File: src/rtl/phase_timing_gen.sv
// phase_timing_gen: CP clock pulse and N one-hot phase strobes with debounced start/stop/step buttons.
// Optional build macro PHASE_GAP_EN: in RUN, each strobe is high only during the CP-high half of its slot.
module phase_timing_gen #(
    parameter int N_PHASES        = 4,
    parameter int CLK_DIV         = 25000000,
    parameter int DEBOUNCE_CYCLES = 10000
) (
    input  logic                sys_clk_in,
    input  logic                sys_rst_n,
    input  logic                enable,
    input  logic                mode_single,
    input  logic                btn_start,
    input  logic                btn_stop,
    input  logic                btn_step,
    output logic                cp_out,
    output logic [N_PHASES-1:0] phase_out,
    output logic                running,
    output logic                cycle_done,
    output logic [7:0]          cycle_count
);
    localparam int PW = $clog2(N_PHASES);
    localparam int DW = $clog2(CLK_DIV);
    localparam int BW = $clog2(DEBOUNCE_CYCLES);
    localparam logic [PW-1:0] PH_LAST  = PW'(N_PHASES - 1);
    localparam logic [DW-1:0] DIV_LAST = DW'(CLK_DIV - 1);
    localparam logic [BW-1:0] DB_LAST  = BW'(DEBOUNCE_CYCLES - 1);

    typedef enum logic [1:0] {S_IDLE, S_RUN, S_HOLD} state_t;

    state_t              r_state;
    state_t              w_state_nxt;
    logic [2:0]          w_btn_raw;
    logic [2:0]          r_sync1;
    logic [2:0]          r_sync2;
    logic [2:0]          r_accepted;
    logic [2:0]          r_press;
    logic [BW-1:0]       r_db_cnt [3];
    logic [DW-1:0]       r_div;
    logic                r_half;
    logic [PW-1:0]       r_phase;
    logic                r_cycle_done;
    logic [7:0]          r_count;
    logic                w_start;
    logic                w_stop;
    logic                w_step;
    logic                w_go;
    logic                w_tick;
    logic                w_run_adv;
    logic                w_cycle_end;
    logic [N_PHASES-1:0] w_onehot;

    function automatic logic [PW-1:0] next_phase(input logic [PW-1:0] ph);
        return (ph == PH_LAST) ? '0 : ph + 1'b1;
    endfunction

    assign w_btn_raw = {btn_step, btn_stop, btn_start};

    // Buttons are active-low: a press is an accepted 1->0 transition after a stable run of DEBOUNCE_CYCLES.
    always_ff @(posedge sys_clk_in or negedge sys_rst_n) begin
        if (!sys_rst_n) begin
            r_sync1    <= '1;
            r_sync2    <= '1;
            r_accepted <= '1;
            r_press    <= '0;
            for (int i = 0; i < 3; i++) r_db_cnt[i] <= '0;
        end else begin
            r_sync1 <= w_btn_raw;
            r_sync2 <= r_sync1;
            r_press <= '0;
            for (int i = 0; i < 3; i++) begin
                if (r_sync2[i] != r_accepted[i]) begin
                    if (r_db_cnt[i] == DB_LAST) begin
                        r_accepted[i] <= r_sync2[i];
                        r_db_cnt[i]   <= '0;
                        r_press[i]    <= ~r_sync2[i];
                    end else begin
                        r_db_cnt[i] <= r_db_cnt[i] + 1'b1;
                    end
                end else begin
                    r_db_cnt[i] <= '0;
                end
            end
        end
    end

    assign w_start  = r_press[0];
    assign w_stop   = r_press[1];
    assign w_step   = r_press[2];
    assign w_go     = enable & ~w_stop;
    assign w_tick   = (r_div == DIV_LAST);
    // A start in RUN is a no-op but still outranks step, so the slot keeps advancing.
    assign w_run_adv   = (r_state == S_RUN) & w_go & (w_start | ~w_step);
    assign w_cycle_end = w_run_adv & w_tick & r_half & (r_phase == PH_LAST);
    assign w_onehot    = {{(N_PHASES-1){1'b0}}, 1'b1} << r_phase;

    always_ff @(posedge sys_clk_in or negedge sys_rst_n) begin
        if (!sys_rst_n) r_state <= S_IDLE;
        else            r_state <= w_state_nxt;
    end

    always_comb begin
        w_state_nxt = r_state;
        case (r_state)
            S_IDLE: begin
                if (w_go) begin
                    if (w_start)     w_state_nxt = S_RUN;
                    else if (w_step) w_state_nxt = S_HOLD;
                end
            end
            S_RUN: begin
                if (!w_go)                            w_state_nxt = S_IDLE;
                else if (!w_start && w_step)          w_state_nxt = S_HOLD;
                else if (w_cycle_end && mode_single)  w_state_nxt = S_IDLE;
            end
            S_HOLD: begin
                if (!w_go)        w_state_nxt = S_IDLE;
                else if (w_start) w_state_nxt = S_RUN;
            end
            default: w_state_nxt = S_IDLE;
        endcase
    end

    // Divider, half-slot flag and phase index; divider only moves in RUN so HOLD freezes it.
    always_ff @(posedge sys_clk_in or negedge sys_rst_n) begin
        if (!sys_rst_n) begin
            r_div        <= '0;
            r_half       <= 1'b0;
            r_phase      <= '0;
            r_cycle_done <= 1'b0;
            r_count      <= '0;
        end else begin
            r_cycle_done <= 1'b0;
            case (r_state)
                S_IDLE: begin
                    r_div   <= '0;
                    r_half  <= 1'b0;
                    r_phase <= '0;
                end
                S_RUN: begin
                    if (w_run_adv) begin
                        if (w_tick) begin
                            r_div  <= '0;
                            r_half <= ~r_half;
                            if (r_half) r_phase <= next_phase(r_phase);
                        end else begin
                            r_div <= r_div + 1'b1;
                        end
                        if (w_cycle_end) begin
                            r_cycle_done <= 1'b1;
                            r_count      <= r_count + 1'b1;
                        end
                    end
                end
                S_HOLD: begin
                    if (w_go) begin
                        if (w_start) begin
                            r_div  <= '0;
                            r_half <= 1'b0;
                        end else if (w_step) begin
                            r_phase <= next_phase(r_phase);
                        end
                    end
                end
                default: ;
            endcase
        end
    end

    always_comb begin
        cp_out    = 1'b0;
        phase_out = '0;
        running   = 1'b0;
        case (r_state)
            S_RUN: begin
                running = 1'b1;
                cp_out  = ~r_half;
`ifdef PHASE_GAP_EN
                if (!r_half) phase_out = w_onehot;
`else
                phase_out = w_onehot;
`endif
            end
            S_HOLD:  phase_out = w_onehot;
            default: ;
        endcase
    end

    assign cycle_done  = r_cycle_done;
    assign cycle_count = r_count;

endmodule
File: config.mk
export PLATFORM = sky130hd
export DESIGN_NAME = phase_timing_gen
export DESIGN_NICKNAME = d
export VERILOG_FILES = /design/src/rtl/phase_timing_gen.sv
export SDC_FILE = /design/constraint.sdc
export NUM_CORES = 1
export LEC_CHECK = 0
export ABC_AREA = 1
export ABC_CLOCK_PERIOD_IN_PS = 2300
export CORE_MARGIN = 2
export CORE_UTILIZATION = 61
export DETAILED_ROUTE_END_ITERATION = 10
export MAX_ROUTING_LAYER = met4
export PLACE_DENSITY = 0.76
export SLEW_MARGIN = 15
export SYNTH_ARGS = -nofsm -noshare
export SYNTH_HDL_FRONTEND = slang
export SYNTH_SLANG_ARGS = --single-unit
export TNS_END_PERCENT = 1
File: constraint.sdc
create_clock -name sys_clk_in -period 2.3 [get_ports sys_clk_in]
set_input_delay 0.46 -clock sys_clk_in [delete_from_list [all_inputs] [get_ports sys_clk_in]]
set_output_delay 0.46 -clock sys_clk_in [all_outputs]
set_load 0.05 [all_outputs]
==> impl_metrics.csv <==
group,metric,value,unit
place,dp_cells,821,
setup_path,critical_path.n_buffers_inverters,1,
setup_path,r2r_cells,11,
logic_synthesis,syn_inst,697,
global_route,grt_pass1_wl,19580,um
sta,slew_violations,0,
route,num_vias,4503,
setup_path,required,1.84,ns
sta,hold_viol,0,
logic_synthesis,synth.avg_cell_area,7.543,um2
clock_network,clockBufferDepth,2,
logic_synthesis,synth_edf_count,0,
final_layout,areaGrowthSynthToFinish,12.09,%
logic_synthesis,yosys-top-cells-count,"nand2_1 (150), nor2_1 (120), inv_1 (102), dfrtp_1 (84), nand3_1 (39)",
logic_synthesis,synth_largest_area_cell,"dfrtp_1",
setup_path,critPathTopFamily,"buffers and inverters",
setup_path,crit_cells,1,
sta,hold_ws,0.3586,ns
route,final_antenna_net_count,0,
global_route,overflow,0,
sta,finalCritPeriodShare,90.35,%
sta,fmax,481.2,MHz
final_layout,fillers,681,
sta,setup_violations,0,
route,drtIter0Drc,349,
final_layout,diodes,0,
power,power_density,504.2,nW/um2
setup_path,critPathArrivalTime,1.62,ns
sta,setup_tns,0,ns
place,place_congestion,0.9197,
worst_hold_path,hp-class,"reg -> reg",
worst_hold_path,worstHoldStart,"r_sync1[2]",
die,fp-row-count,33,
route,wl_per_cell,13.35,um
die,fp.dieW,96.84,um
clock_network,postCtsSetupBuffers,0,
die,die_y,96.84,um
logic_synthesis,ys_warn_count,0,
clock_network,cts_sinks,93,
sta,fin_worst_skew,0.01877,ns
global_route,grt_usage,25.76,%
route,drt_pass1_iterations,5,
logic_synthesis,syn_nets,717,
setup_path,slowest_delay,0.84,ns
sta,fin_crit,2.078,ns
setup_path,cpMaxStageDelayCell,"clkdlybuf4s50_1",
route,drc,0,
final_layout,drive_gt1_share,8.868,%
setup_path,crit_fanout,4,
clock_network,clock_latency,0.36,ns
global_route,grt_pass1_vias,4387,
logic_synthesis,async_flop_share,100.0,%
die,coreArea,8299,um2
logic_synthesis,synth_cell_types,41,
sta,rsz0062_at_grt,"false",
final_layout,seqCellArea,2338,um2
die,start_util,63.35,%
setup_path,crit_path_start,"cycle_count[0]",
logic_synthesis,synth_area,5258,um2
logic_synthesis,post-synth-top-count-cell,"nand2_1",
final_layout,layout.cells.non_filler,838,
setup_path,crit_type,"reg -> out",
sta,max_slew.worst_pin.slew,0.5382,ns
worst_hold_path,hold_depth,0,
route,viasPerCell,5.374,
logic_synthesis,synth_top_cell_area_share,39.98,%
setup_path,crit_path_start_kind,"flop",
setup_path,crit_chain,"clkdlybuf4s50_1",
sta,slew_headroom,63.79,%
power,irDropWorstVdd,0.3609,mV
setup_path,rr_startpoint,"r_div[0]",
global_route,grt_max_degree,74,
global_route,antenna_found_initial,0,
logic_synthesis,synthTopCellsByArea,"dfrtp_1 (40%), nand2_1 (11%), nor2_1 (8.6%)",
final_layout,multi_input_area,2454,um2
die,die-area,9378,um2
clock_network,root_buffer,"clkbuf_8",
route,wirelength,11190,um
clock_network,htreeDepth,3,
logic_synthesis,yosysSeqAreaShare,44.48,%
clock_network,cts_buffers,9,
job,maxCapViolCount,0,
power,power.leakage,2.683,nW
clock_network,cts_tree,"built",
logic_synthesis,synthFlopType,"dfrtp_1",
place,hpwl,8305,um
setup_path,cp-end-kind,"primary output",
logic_synthesis,ys_ff_latch,93,
die,num_io_pins,22,
outcome,status,"finished clean",
final_layout,nets,748,
clock_network,clk_pin_slew,0.09,ns
place,numPortBuffers,21,
-- path summary, 6_finish.rpt --
kind                             endpoint  slack, ns
min in group asynchronous  cycle_count[2]       0.52
setup reg to reg                   r_half       0.31
setup / recovery           cycle_count[0]       0.22
max in group asynchronous   r_accepted[2]       1.06
hold / removal                 r_sync2[2]       0.36
hold reg to reg                r_sync2[2]       0.36
-- final cells by class --
cell class | instances | share of cell area (%)
inverter | 108 | 6.943
multi-input combinational | 487 | 41.63
timing repair buffer | 29 | 5.817
clock inverter | 5 | 1.465
sequential | 93 | 39.68
tap | 105 | 2.229
clock buffer | 11 | 2.229
-- logic make-up (layout without fill, tap and decap cells) --
family                   after synthesis  after routing  synth area share (%)
AO/OA/AOI/OAI                         55             55                 5.617
XOR/XNOR                              24             24                 3.998
adder cells (fa/ha/maj)               13             13                 3.094
buffers and inverters                117            153                 8.900
flip-flops                            93             93                 44.48
AND/OR/NAND/NOR                      395            395                 33.91
-- timing repair --
action,4_1_cts,5_1_grt
hold buffers,1,0
resized for setup,0,0
hold endpoints to repair,20,0
-- registers in the layout (all words and copies together), names as in the netlist --
| register | count |
|---|---|
| cycle_count | 8 |
| cycle_done | 1 |
| r_accepted | 3 |
| r_db_cnt | 42 |
| r_div | 25 |
| r_half | 1 |
| r_phase | 2 |
| r_press | 3 |
| r_state | 2 |
| r_sync1 | 3 |
| r_sync2 | 3 |
-- per-stage QoR --
| stage | util (%) | worst slack (ns) | power [mW] | instance area, um2 |
|---|---|---|---|---|
| 2_1_floorplan | - | 0.1209 | 1.737 | 5260 |
| 3_3_place_gp | 68.26 | 0.2036 | 1.791 | 5665 |
| 3_5_place_dp | 68.26 | 0.1437 | 1.796 | 5665 |
| 4_1_cts | 71.01 | 0.2034 | 3.006 | 5893 |
| 5_1_grt | 71.01 | 0.1606 | 3.085 | 5893 |
| 6_report | 71.01 | 0.2220 | 2.971 | 5893 |
-- cell usage in the layout, fill, tap and decap left out, types with 3 or more instances in the layout --
master / instances
clkbuf_8: 9
dfrtp_1: 84
nand2_2: 5
nand4_1: 23
o21ai_1: 7
nor2_4: 4
nor3_1: 26
nor4_1: 7
clkdlybuf4s50_1: 14
nand2_1: 150
ha_1: 13
nor2_1: 119
buf_4: 7
nor2_2: 3
and3_1: 6
inv_1: 102
xnor2_1: 6
nand3_1: 39
a21oi_1: 20
buf_12: 7
o21ai_0: 20
nor3_2: 3
dfstp_2: 9
xor2_1: 18
inv_2: 4
-- metal layers --
layer  part of all wire (%)  track usage [%]  vias up
met2                     46            39.69      136
li1                       -                -     2264
met4                    1.2            6.934        0
met1                     48            35.44     2091
met5                      0                -        -
met3                    5.2            4.841       12
-- power by group --
part | internal (mW) | total, mW | switching [mW]
Sequential | 1.66 | 1.67 | 0.0111
Clock | 0.622 | 1.21 | 0.586
Combinational | 0.0314 | 0.0959 | 0.0645
Total | 2.31 | 2.97 | 0.662
Power figures use the tool's default switching activity.
